$ cat config.mk
export PLATFORM = sky130hd
export DESIGN_NAME = hazard_fwd_ctrl
export DESIGN_NICKNAME = d
export VERILOG_FILES = /design/src/rtl/hazard_fwd_ctrl.sv
export SDC_FILE = /design/constraint.sdc
export NUM_CORES = 1
export LEC_CHECK = 0
export CORE_MARGIN = 2
export CORE_UTILIZATION = 43
export DETAILED_ROUTE_END_ITERATION = 12
export PLACE_DENSITY = 0.77
export SLEW_MARGIN = 30
export SYNTH_ARGS = -nofsm -noshare
export SYNTH_HDL_FRONTEND = slang
export SYNTH_SLANG_ARGS = --single-unit
export TNS_END_PERCENT = 20
$ cat constraint.sdc
create_clock -name clk -period 1.8 [get_ports clk]
set_clock_uncertainty 0.05 [all_clocks]
set_input_delay 0.36 -clock clk [delete_from_list [all_inputs] [get_ports clk]]
set_output_delay 0.36 -clock clk [all_outputs]
set_load 0.01 [all_outputs]
$ cat src/rtl/hazard_fwd_ctrl.sv
// -----------------------------------------------------------------------------
// hazard_fwd_ctrl
// Pipeline hazard detection, operand forwarding select and memory-stall control
// for a five-stage in-order pipeline.
//
// Parameters
//   TIMEOUT : number of memory-stall cycles tolerated before mem_err is raised
//   CNT_W   : width of the stall_cycles / flush_count performance counters
//
// Ports
//   clk, rst_n               : clock (rising edge), asynchronous active-low reset
//   id_src1, id_src2         : source registers of the instruction in ID
//   id_two_src               : ID instruction actually reads id_src2
//   fwd_en                   : forwarding enabled
//   exe_src1, exe_src2       : source registers held in the ID/EX register
//   exe_Dest, exe_WB_EN      : destination / write-back enable of the EX instr
//   exe_MEM_R_EN             : EX instruction is a load
//   exe_B                    : EX instruction is a taken branch
//   mem_Dest, mem_WB_EN      : destination / write-back enable of the MEM instr
//   mem_req, mem_ready       : load/store in MEM, memory has completed it
//   wb_Dest, wb_WB_EN        : destination / write-back enable of the WB instr
//   freeze                   : hold PC and IF/ID
//   flush                    : flush IF/ID and ID/EX (bubble or branch kill)
//   freeze_all               : hold every pipeline register (memory stall)
//   sel_src1, sel_src2       : operand select 00 regfile, 01 MEM, 10 WB
//   mem_err                  : sticky memory timeout flag
//   stall_cycles             : saturating count of cycles with freeze=1
//   flush_count              : saturating count of branch flushes
// -----------------------------------------------------------------------------
module hazard_fwd_ctrl #(
  parameter int TIMEOUT = 16,
  parameter int CNT_W   = 16
) (
  input  logic             clk,
  input  logic             rst_n,
  input  logic [3:0]       id_src1,
  input  logic [3:0]       id_src2,
  input  logic             id_two_src,
  input  logic             fwd_en,
  input  logic [3:0]       exe_src1,
  input  logic [3:0]       exe_src2,
  input  logic [3:0]       exe_Dest,
  input  logic             exe_WB_EN,
  input  logic             exe_MEM_R_EN,
  input  logic             exe_B,
  input  logic [3:0]       mem_Dest,
  input  logic             mem_WB_EN,
  input  logic             mem_req,
  input  logic             mem_ready,
  input  logic [3:0]       wb_Dest,
  input  logic             wb_WB_EN,
  output logic             freeze,
  output logic             flush,
  output logic             freeze_all,
  output logic [1:0]       sel_src1,
  output logic [1:0]       sel_src2,
  output logic             mem_err,
  output logic [CNT_W-1:0] stall_cycles,
  output logic [CNT_W-1:0] flush_count
);

  typedef enum logic [0:0] {
    RUN      = 1'b0,
    MEM_WAIT = 1'b1
  } state_t;

  localparam logic [1:0] SEL_RF  = 2'b00;
  localparam logic [1:0] SEL_MEM = 2'b01;
  localparam logic [1:0] SEL_WB  = 2'b10;

  // Last wait-counter value that is still tolerated; the cycle whose increment
  // lands on it is the TIMEOUT-th stalled cycle (the RUN entry cycle counts).
  localparam logic [8:0] WAIT_LAST = 9'(TIMEOUT - 1);

  // A producer stage matches a consumer source register.
  function automatic logic reg_hit(input logic en, input logic [3:0] dest,
                                   input logic [3:0] src);
    return en & (dest == src);
  endfunction

  // Saturating increment for the performance counters.
  function automatic logic [CNT_W-1:0] sat_inc(input logic [CNT_W-1:0] v);
    if (&v) begin
      return v;
    end else begin
      return v + CNT_W'(1);
    end
  endfunction

  state_t           state_r, state_nxt_s;
  logic [7:0]       wait_cnt_r, wait_cnt_nxt_s;
  logic [8:0]       wait_inc_s;
  logic             mem_err_r, err_set_s;
  logic [CNT_W-1:0] stall_cnt_r, flush_cnt_r;

  logic hit_exe1_s, hit_exe2_s, hit_mem1_s, hit_mem2_s;
  logic hazard_s;
  logic stall_s;
  logic freeze_s, flush_s;
  logic [1:0] sel1_s, sel2_s;

  // Hazard detection against the EX and MEM stage destinations.
  always_comb begin
    hit_exe1_s = reg_hit(exe_WB_EN, exe_Dest, id_src1);
    hit_exe2_s = id_two_src & reg_hit(exe_WB_EN, exe_Dest, id_src2);
    hit_mem1_s = reg_hit(mem_WB_EN, mem_Dest, id_src1);
    hit_mem2_s = id_two_src & reg_hit(mem_WB_EN, mem_Dest, id_src2);
    if (fwd_en) begin
      // With forwarding only a load in EX cannot be bypassed in time.
      hazard_s = exe_MEM_R_EN & (hit_exe1_s | hit_exe2_s);
    end else begin
      hazard_s = hit_exe1_s | hit_exe2_s | hit_mem1_s | hit_mem2_s;
    end
  end

  // Forwarding select for the EX operands; MEM is younger so it wins over WB.
  always_comb begin
    sel1_s = SEL_RF;
    sel2_s = SEL_RF;
    if (fwd_en) begin
      if (reg_hit(mem_WB_EN, mem_Dest, exe_src1)) begin
        sel1_s = SEL_MEM;
      end else if (reg_hit(wb_WB_EN, wb_Dest, exe_src1)) begin
        sel1_s = SEL_WB;
      end else begin
        sel1_s = SEL_RF;
      end
      if (reg_hit(mem_WB_EN, mem_Dest, exe_src2)) begin
        sel2_s = SEL_MEM;
      end else if (reg_hit(wb_WB_EN, wb_Dest, exe_src2)) begin
        sel2_s = SEL_WB;
      end else begin
        sel2_s = SEL_RF;
      end
    end else begin
      sel1_s = SEL_RF;
      sel2_s = SEL_RF;
    end
  end

  // Memory-stall FSM next state, wait counter and stall request.
  always_comb begin
    state_nxt_s    = state_r;
    wait_cnt_nxt_s = wait_cnt_r;
    err_set_s      = 1'b0;
    stall_s        = 1'b0;
    wait_inc_s     = {1'b0, wait_cnt_r} + 9'd1;
    case (state_r)
      RUN: begin
        if (mem_req && !mem_ready) begin
          stall_s        = 1'b1;
          state_nxt_s    = MEM_WAIT;
          wait_cnt_nxt_s = 8'd0;
        end else begin
          state_nxt_s    = RUN;
        end
      end
      MEM_WAIT: begin
        if (mem_ready) begin
          state_nxt_s    = RUN;
          wait_cnt_nxt_s = 8'd0;
        end else begin
          stall_s = 1'b1;
          if (wait_inc_s >= WAIT_LAST) begin
            // Give up on the access: flag it and let the pipeline move again.
            err_set_s      = 1'b1;
            state_nxt_s    = RUN;
            wait_cnt_nxt_s = 8'd0;
          end else begin
            wait_cnt_nxt_s = wait_inc_s[7:0];
          end
        end
      end
      default: begin
        state_nxt_s    = RUN;
        wait_cnt_nxt_s = 8'd0;
      end
    endcase
  end

  // Pipeline control: memory stall dominates, then branch, then hazard bubble.
  always_comb begin
    freeze_s = stall_s | (hazard_s & ~exe_B);
    flush_s  = ~stall_s & (exe_B | hazard_s);
  end

  // FSM state, wait counter and sticky error flag.
  always_ff @(posedge clk or negedge rst_n) begin
    if (!rst_n) begin
      state_r    <= RUN;
      wait_cnt_r <= 8'd0;
      mem_err_r  <= 1'b0;
    end else begin
      state_r    <= state_nxt_s;
      wait_cnt_r <= wait_cnt_nxt_s;
      mem_err_r  <= mem_err_r | err_set_s;
    end
  end

  // Saturating performance counters.
  always_ff @(posedge clk or negedge rst_n) begin
    if (!rst_n) begin
      stall_cnt_r <= '0;
      flush_cnt_r <= '0;
    end else begin
      if (freeze_s) begin
        stall_cnt_r <= sat_inc(stall_cnt_r);
      end
      if (flush_s && exe_B) begin
        flush_cnt_r <= sat_inc(flush_cnt_r);
      end
    end
  end

  // Output drive; during reset the pipeline is held flushed and unstalled.
  always_comb begin
    freeze     = 1'b0;
    flush      = 1'b1;
    freeze_all = 1'b0;
    sel_src1   = SEL_RF;
    sel_src2   = SEL_RF;
    if (rst_n) begin
      freeze     = freeze_s;
      flush      = flush_s;
      freeze_all = stall_s;
      sel_src1   = sel1_s;
      sel_src2   = sel2_s;
    end else begin
      freeze     = 1'b0;
      flush      = 1'b1;
      freeze_all = 1'b0;
      sel_src1   = SEL_RF;
      sel_src2   = SEL_RF;
    end
  end

  assign mem_err      = mem_err_r;
  assign stall_cycles = stall_cnt_r;
  assign flush_count  = flush_cnt_r;

endmodule

# Word-level counts from Yosys, hierarchy flattened
# Cells that the tools add are included.
# totals
ff_bits,42
input_bits,39
output_inout_bits,40
elab_cells,74
# classes
add_sub_neg,3
n_lt_le_gt_ge,1
eq_ne,9
muxes,25
bitwise,24
n_reduce_logical,7
# op_table
op,count
16-bit by 1-bit adder with 16-bit output (second input constant),2
4-bit equality test,8
16-bit AND reduction,2
8-bit 2-to-1 mux,3
2-bit 2-to-1 mux,8
8-bit one-hot mux with 2 select lines,1
1-bit AND,13
1-bit 2-to-1 mux,11
8-bit by 1-bit adder with 9-bit output (second input constant),1
9-bit by 4-bit >= comparator with 1-bit output (second input constant),1
1-bit OR,6
1-bit NOT,5
1-bit one-hot mux with 2 select lines,2
2-bit AND reduction,2
1-bit logical AND,2
2-bit != test (second input constant),1
1-bit zero test,1

# Longest topological paths before layout
# depth
word_depth,11
depth_mapped,8
ltp_nobuf,8

# Worst setup path after synthesis
# Ideal clock, no wire load.
# synth_timing
path_kind,register to register
startpoint,"register stall_cnt_r[0], in the netlist stall_cycles[0]"
endpoint,"register stall_cnt_r[1], in the netlist stall_cycles[1]"
setup_ns,0.128
arrival_ns,1.892
required_ns,1.622
path_slack_ns,-0.270
stages_incl_launch_ff,8
path_buffers,1
synth_period_minus_slack_ns,2.070
cell_sequence,dfrtp_1 > ha_1 > nand2_1 > nor3_1 > and2_1 > clkbuf_1 > a21oi_2 > mux2_1
# synth_between
elab_chain_len,3
word_cells_on_any_way,4
classes_between,add/sub (1); bitwise (1); reduce/logical (2)
# synth_rtl
item,line,source
from (decl),94,"logic [CNT_W-1:0] stall_cnt_r, flush_cnt_r;"
from (signal assigned),207,stall_cnt_r <= sat_inc(stall_cnt_r);
"parallel branches: the longest is 3 deep, another holds 16-bit by 1-bit adder with 16-bit output",-,
# Several ways; the timed one is not identified.
# A chain may end at the register's enable or synchronous reset.

# Worst setup path in the final report
# layout_timing
startpoint,input port id_two_src
endpoint,output port flush
# layout_between
elab_chain_len,8
word_cells_on_any_way,10
classes_between,mux (2); bitwise (8)
# layout_rtl
item,line,source
from (decl),38,"input logic id_two_src,"
1-bit AND,105,"hit_exe2_s = id_two_src & reg_hit(exe_WB_EN, exe_Dest, id_src2);"
1-bit OR,"110, 112",
1-bit OR (2 in series),112,hazard_s = hit_exe1_s | hit_exe2_s | hit_mem1_s | hit_mem2_s;
1-bit 2-to-1 mux *,108,if (fwd_en) begin
1-bit OR *,184,flush_s = ~stall_s & (exe_B | hazard_s);
1-bit AND *,184,
1-bit 2-to-1 mux *,222,if (rst_n) begin
to (decl),53,"output logic flush,"
# Every way passes the cells marked *; elsewhere a longest branch is shown, timed or not.

==> results <==
==> timing repair <==
action                                  in CTS  in global routing
buffers inserted                             3                  4
resized for setup                          165                 49
endpoints found under the setup margin      32                 41
pin swaps                                   28                 15
gates cloned                                 0                  1
==> cells by family (layout without fill, tap and decap cells) <==
| family | after synthesis | after routing |
|---|---|---|
| adders and majority gates | 4 | 4 |
| buffers and inverters | 16 | 160 |
| AOI/OAI and AO/OA | 39 | 39 |
| DFF | 42 | 42 |
| and+or+nand+nor | 93 | 93 |
| xor gates and xnor gates | 55 | 55 |
| muxes | 6 | 6 |
==> sequential cells by signal (all words and copies together), names as in the netlist <==
| signal | count |
|---|---|
| stall_cycles | 16 |
| mem_err | 1 |
| flush_count | 16 |
| wait_cnt_r | 8 |
| state_r | 1 |
==> synth_stat cells, drive strengths merged (2+ instances only) <==
| cell | number | area (sq um) |
|---|---|---|
| nand2 | 21 | 78.8 |
| a211oi | 8 | 90.1 |
| nor2 | 10 | 37.5 |
| xnor2 | 31 | 272 |
| nor3 | 6 | 30.0 |
| nand4 | 12 | 75.1 |
| and3 | 6 | 37.5 |
| and2 | 7 | 43.8 |
| mux2i | 2 | 20.0 |
| o21bai | 3 | 33.8 |
| a21oi | 10 | 53.8 |
| nor4 | 5 | 58.8 |
| dfrtp | 42 | 1050 |
| nand3 | 16 | 85.1 |
| o22ai | 2 | 12.5 |
| buf | 2 | 22.5 |
| and4 | 2 | 17.5 |
| or4 | 2 | 16.3 |
| xor2 | 24 | 210 |
| clkbuf | 2 | 7.51 |
| inv | 12 | 45.0 |
| ha | 4 | 50.1 |
| o21ai | 6 | 30.0 |
| mux2 | 4 | 45.0 |
| nor2b | 3 | 18.8 |
| a2bb2oi | 2 | 17.5 |
| a2111o | 2 | 22.5 |
==> per-layer routing <==
layer,share of wire [%],GRT usage [%],up-vias
li1,-,-,1187
met1,40,30.1,1214
met2,53,40.0,69
met3,4.0,3.19,21
met4,3.0,6.95,0
met5,0,0,-
==> cells in the final DEF (no fill, tap or decap), types with 9 or more instances in the layout <==
master            n
nand2_1          20
buf_2            14
dfrtp_1          42
clkdlybuf4s50_1  35
xnor2_1          23
buf_6            16
buf_4            56
nor2_1            9
nand3_1          13
xor2_1           16
dlygate4sd2_1    11
nand4_1          12
==> worst max path at each step <==
stage | start | end | slack (ps) | cells past startpoint
floorplan | mem_Dest[3] | freeze | -50 | 6
global placement | mem_Dest[1] | flush | -1040 | 7
detailed placement | mem_Dest[1] | flush | -1140 | 7
CTS | id_src2[1] | flush | -300 | 9
global route | id_src1[3] | flush | -310 | 8
finish | id_two_src | flush | -270 | 7
==> cell type report <==
cell class	instances	area share, %
clock buffers	6	1.70
multi-input cells	197	41.9
clock inverters	2	0.322
repair buffers	140	28.2
well taps	75	2.19
flip-flops and latches	42	24.6
inverters	12	1.05
==> power by group through the flow <==
| stage | Clock (mW) | Sequential (mW) | Combinational (mW) |
|---|---|---|---|
| 2_1_floorplan | 0 | 1.37 | 0.378 |
| 3_3_place_gp | 0 | 1.29 | 1.16 |
| 3_5_place_dp | 0 | 1.30 | 1.19 |
| 4_1_cts | 0.624 | 1.28 | 1.21 |
| 5_1_grt | 0.660 | 1.31 | 1.39 |
| 6_report | 0.600 | 1.28 | 1.28 |
==> flow_summary.toml <==
[grt]
globalRouteOverflowTotal = 0
grt_use_total_pct = 23.1
grt_pass1_vias = 2492
antenna_found_initial = 0
grt_pass1_wl_microns = 11800
grt_max_degree = 19

[power_and_ir_drop]
p_seq_share_pct = 40.5
internal_power_mw = 2.09
switching_share_pct = 33.8
p_clk_share_pct = 19.0
finalPower_mw = 3.16
comb_power_share_pct = 40.4
p_leak_nw = 1.90
power.density_nw_per_um2 = 739
vdd_drop_max_mv = 0.969
p_sw_mw = 1.07

[yosys]
synth_ff_type = "dfrtp_1"
synth_xor_area_share_pct = 18.7
synthSimpleGateAreaFrac_pct = 20.2
async_flop_share_pct = 100
synthAdderAreaFrac_pct = 1.94
synth_top_family_by_area = "simple AND/OR/NAND/NOR gates"
synth_nets = 298
muxShareOfSynthArea_pct = 2.52
synth.distinct_cells = 43
synth-seq-cells = 42
synth-edff-count = 0
syn_area_sq_um = 2580
synth_seq_area_share_pct = 40.8
synth-compound-area-share_pct = 13.0
yosysWarningCount = 0
synth_cells = 255
syn_avg_cell_area_sq_um = 10.1

[detailed_routing]
wl_microns = 7480
drt_first_pass_iters = 4
drtIter0Drc = 74
wl_per_cell_microns = 15.8
drtAntennaViolNets = 0
drc_errors = 0
via_per_inst = 5.26
vias = 2491

[cts]
htreeDepth = 2
cts_tree = "done"
cts_root_buffer = "clkbuf_8"
cts_buffers = 5
clock_path_buffers = 2
ctsHoldBuffers = 0
cts.sinks = 42
worst_skew_pair.late_latency_ps = 280
clk_pin_slew_ps = 80

[cells_and_area]
final_layout_size_suffix_gt1_share_pct = 41.6
diodes = 0
nFillCells = 423
fin_util_pct = 73.1
design_area_sq_um = 4280
seqCellArea_sq_um = 1050
instances_no_fill = 474
nets = 441
multi_input_area_sq_um = 1790
syn2layout_area_growth_pct = 65.8

[placed_design]
port_buffers = 78
place_area_sq_um = 3900
dp_hpwl_microns = 5510
dp_cells = 459
dpl_worst_slack_ps = -1140
gp_congestion = 0.821

[worst_setup_path]
slowest_delay_ps = 520
r2r-end = "wait_cnt_r[2]$_DFFE_PN0P_"
crit_chain = "dlygate4sd2_1 > nand3_2 > nor4_4 > or4_4 > o21ai_2 > nand2_1 > buf_2"
reg2regPathDepth = 6
cp_max_fo = 2
crit_slowest_cell = "or4_4"
rrSetupSlack_ps = -150
worst-path-buf-inv = 2
cp.required_ps = 1390
arrival_ps = 1660
reg2reg_from = "wait_cnt_r[1]$_DFFE_PN0P_"
crit_type = "input port to primary output"
crit_path_end_kind = "primary output"
crit_path_start_kind = "input port"
crit_family = "simple AND/OR/NAND/NOR gates"

[floorplanning]
num_io_pins = 79
die_h_microns = 81.4
coreArea_sq_um = 5850
dieArea_sq_um = 6630
initial_core_util_pct = 44.1
rows = 28
die_w_microns = 81.4

[timing]
finalHoldViolations = 0
period_needed_ps = 2070
slew_headroom_pct = 72.2
period_share_pct = 115
max_freq_mhz = 482
setup-tns-final_ps = -1990
hold_ws_ps = 33.5
rsz0062_at_grt = "yes"
setup_ws_ps = -273
drv_slew = 0
max_slew.worst_pin.slew_ps = 415
setup_violations = 23

[job]
cap_violations = 0

[status]
failed_checks = "negative setup slack"
outcome = "complete, but fails checks"

[hold_path]
hold_class = "input port to async pin"
No activity file was read; power rests on OpenSTA's default activity.
